[src/rtl/multibyte_add_seq_if.sv]
// Bus interface for multibyte_add_seq: request/operand inputs and result outputs.
// Optional macro MULTIBYTE_ADD_SUB_EN adds the 'sub' request field.
interface multibyte_add_seq_if #(
  parameter int NBYTES = 4
) ();
  localparam int W = 8 * NBYTES;

  logic         start;
  logic [W-1:0] a;
  logic [W-1:0] b;
  logic         cin;
`ifdef MULTIBYTE_ADD_SUB_EN
  logic         sub;
`endif
  logic         busy;
  logic         done;
  logic [W-1:0] sum;
  logic         cout;
  logic         ovf;

`ifdef MULTIBYTE_ADD_SUB_EN
  modport master (output start, a, b, cin, sub, input busy, done, sum, cout, ovf);
  modport slave  (input start, a, b, cin, sub, output busy, done, sum, cout, ovf);
`else
  modport master (output start, a, b, cin, input busy, done, sum, cout, ovf);
  modport slave  (input start, a, b, cin, output busy, done, sum, cout, ovf);
`endif
endinterface

[src/rtl/multibyte_add_seq.sv]
// Sequential multi-byte adder: one 8-bit ripple add per clock, carry chained
// through a register, result bytes collected into a W-bit sum.
// Optional macro MULTIBYTE_ADD_SUB_EN: adds a 'sub' request (a - b via ~b + 1).
module multibyte_add_seq #(
  parameter int NBYTES = 4
) (
  input  logic                 clk,
  input  logic                 rst,
  multibyte_add_seq_if.slave   bus
);
  localparam int W       = 8 * NBYTES;
  localparam int IDXW    = (NBYTES > 1) ? $clog2(NBYTES) : 1;
  localparam logic [IDXW-1:0] LASTIDX = IDXW'(NBYTES - 1);

  typedef enum logic {IDLE, RUN} state_t;

  state_t          r_state;
  state_t          w_stateNext;
  logic            w_accept;
  logic            w_lastByte;

  logic [W-1:0]    r_aReg;
  logic [W-1:0]    r_bReg;
  logic            r_carry;
  logic [IDXW-1:0] r_idx;
  logic [W-1:0]    r_sum;
  logic            r_cout;
  logic            r_ovf;
  logic            r_done;

  logic [7:0]      w_aByte;
  logic [7:0]      w_bByte;
  logic [8:0]      w_addFull;
  logic [W-1:0]    w_bEff;
  logic            w_cinEff;

  // Operand B and byte-0 carry as seen by the adder (inverted/forced for subtract)
`ifdef MULTIBYTE_ADD_SUB_EN
  assign w_bEff   = bus.sub ? ~bus.b : bus.b;
  assign w_cinEff = bus.sub ? 1'b1 : bus.cin;
`else
  assign w_bEff   = bus.b;
  assign w_cinEff = bus.cin;
`endif

  // The single shared 8-bit adder slice working on byte r_idx
  assign w_aByte   = r_aReg[{r_idx, 3'b000} +: 8];
  assign w_bByte   = r_bReg[{r_idx, 3'b000} +: 8];
  assign w_addFull = {1'b0, w_aByte} + {1'b0, w_bByte} + {8'b0, r_carry};

  // State register; reset abandons any operation in flight
  always_ff @(posedge clk or posedge rst) begin
    if (rst) r_state <= IDLE;
    else     r_state <= w_stateNext;
  end

  // Next-state logic: accept start only in IDLE, leave RUN after the top byte
  always_comb begin
    w_stateNext = r_state;
    w_accept    = 1'b0;
    w_lastByte  = 1'b0;
    case (r_state)
      IDLE: begin
        if (bus.start) begin
          w_accept    = 1'b1;
          w_stateNext = RUN;
        end
      end
      RUN: begin
        if (r_idx == LASTIDX) begin
          w_lastByte  = 1'b1;
          w_stateNext = IDLE;
        end
      end
      default: w_stateNext = IDLE;
    endcase
  end

  // Datapath: capture operands on accept, then store one sum byte per cycle
  always_ff @(posedge clk or posedge rst) begin
    if (rst) begin
      r_aReg  <= '0;
      r_bReg  <= '0;
      r_carry <= 1'b0;
      r_idx   <= '0;
      r_sum   <= '0;
      r_cout  <= 1'b0;
      r_ovf   <= 1'b0;
      r_done  <= 1'b0;
    end else begin
      r_done <= 1'b0;
      if (w_accept) begin
        r_aReg  <= bus.a;
        r_bReg  <= w_bEff;
        r_carry <= w_cinEff;
        r_idx   <= '0;
        r_sum   <= '0;
      end else if (r_state == RUN) begin
        r_sum[{r_idx, 3'b000} +: 8] <= w_addFull[7:0];
        r_carry <= w_addFull[8];
        r_idx   <= r_idx + 1'b1;
        if (w_lastByte) begin
          r_cout <= w_addFull[8];
          r_ovf  <= r_aReg[W-1] ^ r_bReg[W-1] ^ w_addFull[7] ^ w_addFull[8];
          r_done <= 1'b1;
        end
      end
    end
  end

  assign bus.busy = (r_state == RUN);
  assign bus.done = r_done;
  assign bus.sum  = r_sum;
  assign bus.cout = r_cout;
  assign bus.ovf  = r_ovf;

endmodule

[src/flat_wrapper.sv]
// flat-port wrapper written by rule: the top's interface ports become plain ports
module multibyte_add_seq_flat 
#(
  parameter int NBYTES = 4
)
  (clk, rst, bus_start, bus_a, bus_b, bus_cin, bus_busy, bus_done, bus_sum, bus_cout, bus_ovf);
  multibyte_add_seq_if #(.NBYTES(NBYTES)) bus_i ();
  input  logic clk;
  input  logic rst;
  input wire logic [$bits(bus_i.start)-1:0] bus_start;
  input wire logic [$bits(bus_i.a)-1:0] bus_a;
  input wire logic [$bits(bus_i.b)-1:0] bus_b;
  input wire logic [$bits(bus_i.cin)-1:0] bus_cin;
  output wire logic [$bits(bus_i.busy)-1:0] bus_busy;
  output wire logic [$bits(bus_i.done)-1:0] bus_done;
  output wire logic [$bits(bus_i.sum)-1:0] bus_sum;
  output wire logic [$bits(bus_i.cout)-1:0] bus_cout;
  output wire logic [$bits(bus_i.ovf)-1:0] bus_ovf;
  assign bus_i.start = bus_start;
  assign bus_i.a = bus_a;
  assign bus_i.b = bus_b;
  assign bus_i.cin = bus_cin;
  assign bus_busy = bus_i.busy;
  assign bus_done = bus_i.done;
  assign bus_sum = bus_i.sum;
  assign bus_cout = bus_i.cout;
  assign bus_ovf = bus_i.ovf;
  multibyte_add_seq #(.NBYTES(NBYTES)) u_core (.clk(clk), .rst(rst), .bus(bus_i));
endmodule
[config.mk]
export PLATFORM = sky130hd
export DESIGN_NAME = multibyte_add_seq_flat
export DESIGN_NICKNAME = d
export VERILOG_FILES = /design/src/rtl/multibyte_add_seq_if.sv /design/src/rtl/multibyte_add_seq.sv /design/src/flat_wrapper.sv
export SDC_FILE = /design/constraint.sdc
export NUM_CORES = 1
export LEC_CHECK = 0
export CAP_MARGIN = 20
export CELL_PAD_IN_SITES_DETAIL_PLACEMENT = 0
export CELL_PAD_IN_SITES_GLOBAL_PLACEMENT = 2
export CORE_ASPECT_RATIO = 0.8
export CORE_UTILIZATION = 37
export CTS_CLUSTER_SIZE = 40
export DETAILED_ROUTE_END_ITERATION = 8
export GPL_TIMING_DRIVEN = 0
export PLACE_DENSITY_LB_ADDON = 0.05
export SLEW_MARGIN = 10
export SYNTH_ARGS = -nofsm -noshare
export SYNTH_HDL_FRONTEND = slang
export SYNTH_SLANG_ARGS = --single-unit
export TNS_END_PERCENT = 1
[constraint.sdc]
create_clock -name clk -period 6.8 [get_ports clk]
set_input_delay 1.02 -clock clk [delete_from_list [all_inputs] [get_ports clk]]
set_output_delay 1.02 -clock clk [all_outputs]
set_load 0.02 [all_outputs]
# --- Word-level counts from Yosys, hierarchy flattened ---
# Cells that the tools add are included.
totals:
  reg_bits: 103
  input_bits: 68
classes:
  addsub: 4
  n_eq_ne: 1
  n_shift: 4
  n_mux: 16
  bitwise_logic: 5
  n_reduce_logical: 2
ops:
  columns: ["op", "n"]
  rows:
  - ["$mux W32", 2]
  - ["$shiftx A32 B6 Y8", 2]
  - ["$bwmux W32", 1]
  - ["$shift A8 B7 Y32 const A", 1]
  - ["$shiftx A8 B7 Y32", 1]
  - ["$mux W1", 10]
  - ["$add A8 B8 Y9", 1]
  - ["$add A9 B1 Y9", 1]
  - ["$neg A5 Y7", 1]
  - ["$mux W2", 2]
  - ["$reduce_and A3 Y1", 1]
  - ["$xor A1 B1 Y1", 3]
  - ["$add A2 B1 Y2 const B", 1]
  - ["$eq A2 B2 Y1 const B", 1]
  - ["$not A1 Y1", 2]
  - ["$pmux W1 S2", 1]
  - ["$reduce_bool A2 Y1", 1]

# --- Longest topological paths before layout ---
# Gate-level depths: netlist of run 1.
logic_depth:
  depth_word: 7
  depth_mapped: 10
  depth_no_buf: 8

# --- Worst setup path before layout of run 1 ---
# OpenSTA, ideal clock, no wires.
synth_path:
  path_type: "register -> register"
  start: "register u_core.r_idx[0]"
  end: "register u_core.r_ovf (netlist: u_core.bus.ovf)"
  setup_ns: 0.069
  arrival_ns: 3.086
  setup_slack_ns: 3.645
  path_stages_with_launch: 10
  n_path_buf: 2
  cell_sequence: "dfrtp_1 buf_2 buf_2 mux4_2 ha_1 a21o_1 a311oi_2 a211oi_2 or4_1 nand3_1"
synth_via:
  elab_chain_len: 5
  word_cells_on_any_way: 10
  cone_classes: "2 x add/sub; 1 x eq/ne; 2 x shift; 2 x mux; 2 x bitwise; 1 x reduce/logical"
synth_rtl:
  columns: ["element", "line_no", "rtl"]
  rows:
  - ["start: declaration", "multibyte_add_seq.sv:25", "logic [IDXW-1:0] r_idx;"]
  - ["start signal: assignment", "multibyte_add_seq.sv:101", "r_idx <= r_idx + 1'b1;"]
  - ["$shiftx A32 B6 Y8, on equally long branches", "multibyte_add_seq.sv:47, multibyte_add_seq.sv:48", null]
  - ["$add A8 B8 Y9", "multibyte_add_seq.sv:49", "assign w_addFull = {1'b0, w_aByte} + {1'b0, w_bByte} + {8'b0, r_carry};"]
  - ["$add A9 B1 Y9", "multibyte_add_seq.sv:49", null]
  - ["$xor A1 B1 Y1 (2 in series)", "multibyte_add_seq.sv:104", "r_ovf <= r_aReg[W-1] ^ r_bReg[W-1] ^ w_addFull[7] ^ w_addFull[8];"]
  - ["end signal: assignment", "multibyte_add_seq.sv:104", null]
  - ["end: declaration", "multibyte_add_seq.sv:28", "logic r_ovf;"]
# Parallel ways exist; a longest one is shown, timed or not.
# A chain may end at the register's enable or synchronous reset.

# --- Final worst setup path of run 1 ---
layout_path:
  start: "register u_core.r_idx[1]"
  end: "register u_core.r_ovf (netlist: u_core.bus.ovf)"
# Same word-level chain as after synthesis.

==> results_dict.tcl, run 1 <==
set metrics [dict create \
    synth_ff_type "dfrtp_1" \
    setup_viol 0 \
    num_rows 36 \
    min_path_cells 2 \
    final_cell_count_no_fill 608 \
    die_area_um2 13090 \
    reg2reg_depth 10 \
    min_path_type "register to register" \
    ant_nets 0 \
    cp_num_buf_inv 3 \
    crit_type "register to register" \
    yosysWarnings 0 \
    post-cts-setup-buffer-count 0 \
    synth_cell_type_count 40 \
    clkTransAtPathRegs_ns 0.07 \
    vias 3109 \
    io_buffers 103 \
    peakVddDrop_mv 0.2653 \
    path_cells "clkbuf_1 -> clkbuf_1 -> mux4_2 -> ha_1 -> clkbuf_2 -> nand3_1 -> or3_1 -> a211oi_2 -> or4_1 -> nand3_1" \
    routed_wl_mm 11.22 \
    dr.pass1.iters 4 \
    ys_seq_area_share_pct 55.12 \
    critical-path-top-delay-family "buffers and inverters" \
    routedWlPerCell_um 18.46 \
    finalHoldViolations 0 \
    htree_levels 3 \
    layout_worst_path_cycle_share_pct 56.09 \
    hold-path-endpoint "u_core.bus.ovf" \
    grt_max_degree 73 \
    die_y_um 102.5 \
    overflow 0 \
    syn2layout_area_growth_pct 33.85 \
    numCtsBuffers 9 \
    synth_nets 399 \
    worstSkewPairLatency_ns 0.34 \
    reg2reg_to "u_core.bus.ovf" \
    cts-resized-gates 0 \
    cp.required_ns 7.02 \
    tns_ns 0 \
    drc_errors 0 \
    gp_congestion 0.7509 \
    max_cap_violations 0 \
    ys_ff_latch 103 \
    slowest_delay_ns 0.57 \
    numClockSinks 103 \
    slowest_stage "clkbuf_1" \
    layout.nets 514 \
    drv_slew 0 \
    outcome "finished clean" \
    hold_start "u_core.bus.ovf" \
    synth-async-reset-ratio_pct 100.0 \
    start_util_pct 38.16 \
    final_cell_mix "clkdlybuf4s50_1 (103), dfrtp_1 (103), mux2_2 (65)" \
    crit_fanout 10 \
    syn_area_um2 4676 \
    cts_hold_buf 0 \
    routed_via_density 5.113 \
    avgSynthCellArea_um2 14.75 \
    cts_root_buffer "clkbuf_16" \
    finClkSkew_ns 0.009402 \
    postSynthCellCount 317 \
    grt_antenna_before_repair 0 \
    cp.arrival_ns 4.04 \
    period_needed_ns 3.814 \
    clockBufferDepth 2 \
    num_io_pins 104 \
    finalInstanceArea_um2 6259 \
    num-fill-cells 1109 \
    p_per_area_nw_per_um2 563.8 \
    startpoint_type "register" \
    reg2reg_slack_ns 2.99 \
    post_dp_cell_area_um2 5953 \
    drt_iter0_drc 155 \
    grt_setup_unrepaired "no" \
    gr-usage-all-layers_pct 18.67 \
    drive_above_1_share_pct 26.32 \
    place_inst 592 \
    end_kind "register" \
    rr_startpoint "u_core.r_idx[1]" \
    relSlewSlack_pct 45.63 \
    max_freq_mhz 262.2 \
    core-area_um2 12250 \
    post-dp-hpwl_mm 8.256 \
    die_w_um 127.7 \
    antenna_cells 0 \
    grt_pass1_vias 3252 \
    synth_edf_count 0 \
    cts_tree "built" \
    worst_pin_slew_ns 0.8155 \
    p_leak_uw 0.002625 \
    grt_pass1_wl_mm 18.06 \
]
==> cell type report <==
| class | count | area (µm²) | area share (%) |
|---|---|---|---|
| buffer | 17 | 71.32 | 1.140 |
| clock buffer | 9 | 225.2 | 3.599 |
| clock inverter | 7 | 80.08 | 1.279 |
| inverter | 6 | 27.53 | 0.4398 |
| multi-input combinational | 191 | 2004 | 32.03 |
| sequential | 103 | 2577 | 41.18 |
| tap | 171 | 214.0 | 3.419 |
| timing repair buffer | 104 | 1059 | 16.91 |
==> registers in the layout, summed over array words and instances (netlist names) <==
signal,count
u_core.bus.cout,1
u_core.bus.busy,1
u_core.r_carry,1
u_core.r_bReg,32
u_core.r_aReg,32
u_core.r_idx,2
u_core.bus.ovf,1
u_core.bus.sum,32
u_core.bus.done,1
==> cells by family (layout without fill, tap and decap cells) <==
| kind of cell | Yosys count | count (layout) | synth area share (%) |
|---|---|---|---|
| AND/OR/NAND/NOR | 30 | 30 | 3.987 |
| adder cells (fa/ha/maj) | 14 | 14 | 4.067 |
| multiplexers | 82 | 82 | 23.58 |
| buffers and inverters | 23 | 143 | 2.007 |
| AO/OA/AOI/OAI | 59 | 59 | 10.11 |
| XOR/XNOR | 6 | 6 | 1.124 |
| flip-flops | 103 | 103 | 55.12 |
==> where the power goes <==
part | switching (µW) | internal (µW) | leakage [µW]
Sequential | 148 | 879 | 0.00128
Clock | 240 | 290 | 0.000148
Combinational | 1060 | 912 | 0.00119
Total | 1450 | 2080 | 0.00262
==> cells in the mapped netlist, types with 2 or more instances <==
master,instances,share of area [%]
o211ai_1,2,0.32
a22o_2,5,1.1
a211oi_1,2,0.32
nand3_1,6,0.64
buf_2,5,0.54
mux2_2,65,16
nor2_1,3,0.24
or4_1,2,0.32
or3_1,2,0.27
mux4_2,16,7.7
a21oi_1,11,1.2
buf_1,7,0.56
xor2_1,3,0.56
xnor2_1,3,0.56
nand2_1,5,0.40
nor2b_1,3,0.40
o21ai_0,2,0.21
dfrtp_1,103,55
clkbuf_1,4,0.32
a22o_1,29,5.4
ha_1,12,3.2
fa_1,2,0.86
a21o_1,3,0.48
inv_1,6,0.48
==> worst max-delay path by stage <==
stage	startpoint	end	slack, ns	cells past startpoint
final	u_core.r_idx[1]	u_core.bus.ovf	2.99	10
after global routing	u_core.r_idx[1]	u_core.bus.ovf	2.73	10
after CTS	u_core.r_idx[1]	u_core.bus.ovf	2.93	10
after detailed placement	u_core.r_idx[1]	u_core.bus.ovf	2.93	10
after global placement	rst	u_core.bus.sum[1]	1.40	2
after floorplan	rst	u_core.bus.busy	3.08	1
==> through the flow <==
step	total power, µW	util [%]	hold slack (ns)	setup WS (ns)
final	3528	51.08	0.4840	2.986
after global routing	3829	51.08	0.5214	2.730
after CTS	3579	51.08	0.4903	2.934
after detailed placement	3037	48.59	0.4743	2.932
after global placement	3012	48.33	0.4621	1.398
after floorplan	2425	-	0.4752	3.076
==> metal layers <==
metal	vias to the layer above	wire (µm)	track usage [%]
met4	0	114	4.615
li1	1427	-	-
met2	84	5059	29.76
met1	1589	5321	25.98
met3	9	728	4.463
met5	-	0	0
==> worst min-delay path, cell delays in order, from the launching register on <==
cell     delay [ns]
dfrtp_1        0.35
nand2_1        0.05
nand3_1        0.05
Note: power is estimated with default switching activity, not from simulation.
==> run 2, diff against run 1 <==
CORE_UTILIZATION = 31   (was 37)
clock period = 3.1 ns   (was 6.8 ns; I/O delays follow)
==> run 2 against run 1 <==
First-iteration DRC count down 21%. Sequential cell count is the same. Die area increased by 19%. Fmax rose by 29%. Core utilization is 6.4 points lower. Critical path depth decreased by 1. Combinational power grew to 2.5 times the previous value. Clock skew shrank 0.0010 ns. Wire length grew 7.2%. Via count grew 0.71%. Final cell count up 2.8%. Critical path type unchanged. Critical endpoint is now u_core.bus.sum[22].
==> results_dict.tcl, run 2 (synthesis gave the netlist of run 1 again) <==
set metrics [dict create \
    dp_slack_ns -0.9029 \
    finalHoldViolations 0 \
    startpoint_type "register" \
    slowest_delay_ns 0.54 \
    p_int_uw 5025 \
    top_layer "met4" \
    num-fill-cells 1318 \
    cts_tree "built" \
    power_frac_comb_pct 58.4 \
    critical-path-top-delay-family "adder cells" \
    drt_iter0_drc 123 \
    grt_max_degree 36 \
    worst_pin_slew_ns 0.8596 \
    drive_above_1_share_pct 29.93 \
    p_per_area_nw_per_um2 1302 \
    outcome "finished clean" \
    crit_type "register to register" \
    die_area_um2 15580 \
    routed_wl_mm 12.03 \
    peakVddDrop_mv 0.5882 \
    cp_num_buf_inv 1 \
    whs_ns 0.4842 \
    drv_slew 0 \
    grt_pass1_wl_mm 19.31 \
    cp.required_ns 3.38 \
    vias 3131 \
    gp_congestion 0.7287 \
    numClockSinks 103 \
    crit_fanout 10 \
    path_cells "buf_12 -> mux4_2 -> fa_2 -> fa_2 -> nand3_2 -> a21boi_1 -> or4_4 -> nand3_4 -> a22o_1" \
    fin_util_pct 44.68 \
    num_io_pins 104 \
    layout.cells.most_common "clkdlybuf4s50_1" \
    wl_met3_um 444 \
    relSlewSlack_pct 42.69 \
    slowest_stage "or4_4" \
    finClkSkew_ns 0.008379 \
    dr.pass1.iters 4 \
    htree_levels 3 \
    die_y_um 111.8 \
    grt_antenna_before_repair 0 \
    cpMostUsedCell "fa_2" \
    post-dp-hpwl_mm 8.863 \
    ff_latch_area_um2 2579 \
    final_cell_mix "clkdlybuf4s50_1 (103), dfrtp_1 (102), mux2_2 (65)" \
    routed_via_density 5.010 \
    die_w_um 139.3 \
    num_rows 39 \
    gr-usage-all-layers_pct 16.58 \
    grt_pass1_vias 3275 \
    numCtsBuffers 9 \
    setup_viol 0 \
    worst_slack_ns 0.1326 \
    start_util_pct 32.26 \
    swShare_pct 40.42 \
    p_clk_share_pct 14.9 \
    drc_errors 0 \
    m1WireLength_mm 5.962 \
    ant_nets 0 \
    routedWlPerCell_um 19.25 \
    switching_power_uw 3409 \
    cts_root_buffer "clkbuf_16" \
    core-area_um2 14490 \
    syn2layout_area_growth_pct 38.48 \
    clockBufferDepth 2 \
    overflow 0 \
    worstSkewPairLatency_ns 0.35 \
    max_freq_mhz 337.0 \
    clkTransAtPathRegs_ns 0.07 \
    io_buffers 103 \
    cts_hold_buf 0 \
    dr_wl_met2_mm 5.513 \
    end_kind "register" \
    min_path_type "input pin to async pin" \
    layout.nets 518 \
    cp.arrival_ns 3.25 \
    max_cap_violations 0 \
    seqPwrFrac_pct 26.7 \
    layout_worst_path_cycle_share_pct 95.72 \
    multi_input_area_um2 2086 \
    antenna_cells 0 \
    p_leak_uw 0.002691 \
    period_needed_ns 2.967 \
]
==> run 2: timing repair <==
item | in CTS | in global routing
setup buffers | 2 | 0
resized for setup | 17 | 13
pin swaps | 1 | 4
setup endpoints to repair | 35 | 9
==> run 2: area by class of cell <==
type / count / share of cell area (%)
buffer: 17 / 1.700
clock buffer: 9 / 3.478
clock inverter: 7 / 1.623
inverter: 6 / 0.4058
multi-input combinational: 191 / 32.21
sequential: 103 / 39.83
tap: 184 / 3.556
timing repair buffer: 108 / 17.20
==> run 2: power by group through the flow <==
stage / Clock, µW / Sequential (µW) / Combinational [µW]
2_1_floorplan: 0 / 2330 / 2990
3_3_place_gp: 0 / 2270 / 4360
3_5_place_dp: 0 / 2290 / 4410
4_1_cts: 1280 / 2260 / 4700
5_1_grt: 1340 / 2330 / 5390
6_report: 1250 / 2250 / 4930
==> run 2: routing by layer <==
metal / GRT usage, % / vias up
met4: 4.000 / 0
li1: - / 1437
met5: 0 / -
met1: 23.51 / 1626
met3: 3.828 / 9
met2: 25.63 / 59
==> run 2: final timing paths <==
path	from	endpoint	slack [ns]	cells past startpoint
setup reg to reg	u_core.r_idx[0]	u_core.bus.sum[22]	0.13	9
setup / recovery	u_core.r_idx[0]	u_core.bus.sum[22]	0.13	9
min in group clk	u_core.bus.cout	u_core.bus.cout	0.48	2
hold / removal	rst	u_core.r_bReg[30]	0.48	2
hold reg to reg	u_core.bus.cout	u_core.bus.cout	0.48	2
max in group asynchronous	rst	u_core.bus.sum[10]	1.92	4
==> run 2: per-stage QoR <==
stage / cell area, µm² / std cells / total power (µW) / setup TNS (ns)
floorplan: 4679 / 317 / 5320 / -0.05548
CTS: 6419 / 625 / 8243 / 0
detailed placement: 6008 / 607 / 6697 / -8.657
global route: 6475 / 625 / 9060 / -0.003448
global placement: 5941 / 604 / 6632 / -8.112
finish: 6475 / 625 / 8433 / 0
==> run 3, diff against run 2 <==
CORE_UTILIZATION = 35   (was 31)
clock period = 3.16 ns   (was 3.1 ns; I/O delays follow)
==> run 3 against run 2 <==
Non-clock buffer count unchanged. Final cell count down 1.4%. Register-to-register slack worse by 0.05 ns. Hold slack worse by 0.0060 ns. Clock skew up 0.0022 ns. Fmax down 3.7%. Sequential cell count unchanged. Critical path type unchanged. Cell area down 1.3%. Combinational power down 5.7%. Core utilization up 4.6 points. First-iteration DRC count up 15%. Via count up 1.4%.
==> results_dict.tcl, run 3 (synthesis gave the netlist of run 1 again) <==
set metrics [dict create \
    finalPower_uw 8005 \
    dr.pass1.iters 4 \
    final_cell_mix "clkdlybuf4s50_1 (103), dfrtp_1 (102), mux2_2 (65)" \
    die_w_um 131.2 \
    tns_ns 0 \
    drive_above_1_share_pct 29.25 \
    layout_worst_path_cycle_share_pct 97.47 \
    die_area_um2 13830 \
    setup_viol 0 \
    start_util_pct 36.07 \
    grt_antenna_before_repair 0 \
    outcome "finished clean" \
    cts_tree "built" \
    ant_nets 0 \
    num_rows 37 \
    layout.nets 518 \
    period_needed_ns 3.080 \
    end_kind "register" \
    startpoint_type "register" \
    overflow 0 \
    grt_setup_unrepaired "no" \
    numClockSinks 103 \
    worstSkewPairLatency_ns 0.35 \
    p_leak_uw 0.002669 \
    max_cap_violations 0 \
    worst_pin_slew_ns 0.8337 \
    core-area_um2 12960 \
    relSlewSlack_pct 44.42 \
    p_per_area_nw_per_um2 1253 \
    clkTransAtPathRegs_ns 0.06 \
    drc_errors 0 \
    min_path_type "register to register" \
    grt_max_degree 36 \
    num_io_pins 104 \
    routed_via_density 5.154 \
    numCtsBuffers 9 \
    finClkSkew_ns 0.01062 \
    drv_slew 0 \
    post-dp-hpwl_mm 8.515 \
    crit_type "register to register" \
    layout.cells.most_common "clkdlybuf4s50_1" \
    io_buffers 103 \
    cts_root_buffer "clkbuf_16" \
    die_y_um 105.4 \
    grt_pass1_wl_mm 18.79 \
    cp.arrival_ns 3.36 \
    syn2layout_area_growth_pct 36.66 \
    cp.required_ns 3.44 \
    routed_wl_mm 11.56 \
    finalHoldViolations 0 \
    clockBufferDepth 2 \
    antenna_cells 0 \
    routedWlPerCell_um 18.77 \
    gr-usage-all-layers_pct 18.18 \
    peakVddDrop_mv 0.7372 \
    htree_levels 3 \
    gp_congestion 0.7615 \
    cts_hold_buf 0 \
    grt_pass1_vias 3272 \
    drt_iter0_drc 141 \
    vias 3175 \
    crit_fanout 10 \
    max_freq_mhz 324.7 \
]
## run 3: changes by cell type in the layout (fill, tap and decap cells not counted), sizes merged
| cell | before | now |
|---|---|---|
| buf | 19 | 17 |
| inv | 7 | 6 |
| bufinv | 2 | 1 |
| clkbuf | 12 | 15 |
| clkinvlp | 2 | 3 |
## run 3: cell type report
type | instances | area [µm²]
Clock buffer | 10 | 239.0
Sequential cell | 103 | 2579
Clock inverter | 6 | 67.56
Timing Repair Buffer | 108 | 1114
Tap cell | 175 | 219.0
Fill cell | 1162 | 6573
Multi-Input combinational cell | 191 | 2047
Buffer | 17 | 98.84
Inverter | 6 | 26.28
## run 3: worst max-delay path: stages (launching register included)
cell and delay [ns]:
dfrtp_2 0.40, buf_8 0.18, mux4_2 0.54, fa_2 0.41, fa_1 0.43, nand3_1 0.18, a21boi_0 0.13, or4_1 0.43
nand3_2 0.16, a22o_1 0.14
## run 3: repair_timing
item,in CTS,in global routing
gates resized for setup,14,7
buffers inserted,2,0
pin swaps,1,0
endpoints found under the setup margin,19,9
hold endpoints to repair,0,0
gates cloned,0,0
## run 3: through the flow
stage	setup slack, ns	area, µm²	hold WS (ns)	util [%]	instances
floorplan	0.004522	4679	0.4752	-	317
global placement	-0.6995	5929	0.4621	45.74	595
detailed placement	-0.6494	5997	0.4716	46.26	598
CTS	0.006063	6370	0.4859	49.14	616
global route	0.000006439	6390	0.5194	49.30	616
finish	0.07988	6390	0.4782	49.30	616
## run 3: worst paths after layout
check / startpoint / to / slack, ns / depth (start not counted)
worst min-delay path: u_core.bus.cout / u_core.bus.cout / 0.48 / 2
worst min register to register: u_core.bus.cout / u_core.bus.cout / 0.48 / 2
min in group asynchronous: rst / u_core.r_bReg[29] / 0.51 / 2
worst max-delay path: u_core.r_idx[0] / u_core.bus.sum[6] / 0.08 / 9
worst max register to register: u_core.r_idx[0] / u_core.bus.sum[6] / 0.08 / 9
max in group asynchronous: rst / u_core.bus.sum[26] / 1.95 / 4
## run 3: per-layer routing
metal  vias to the layer above  wire (µm)  global-route usage, %
met5                         -          0                      0
met4                         0        139                  5.294
met3                        14        532                  4.377
met2                        85       5170                  26.60
met1                      1635       5719                  26.62
li1                       1441          -                      -
## run 3: report_power, final
group | total, µW | internal [µW] | switching, µW
logic | 4650 | 2170 | 2480
registers | 2210 | 1890 | 320
clock network | 1140 | 639 | 501
total | 8010 | 4700 | 3300
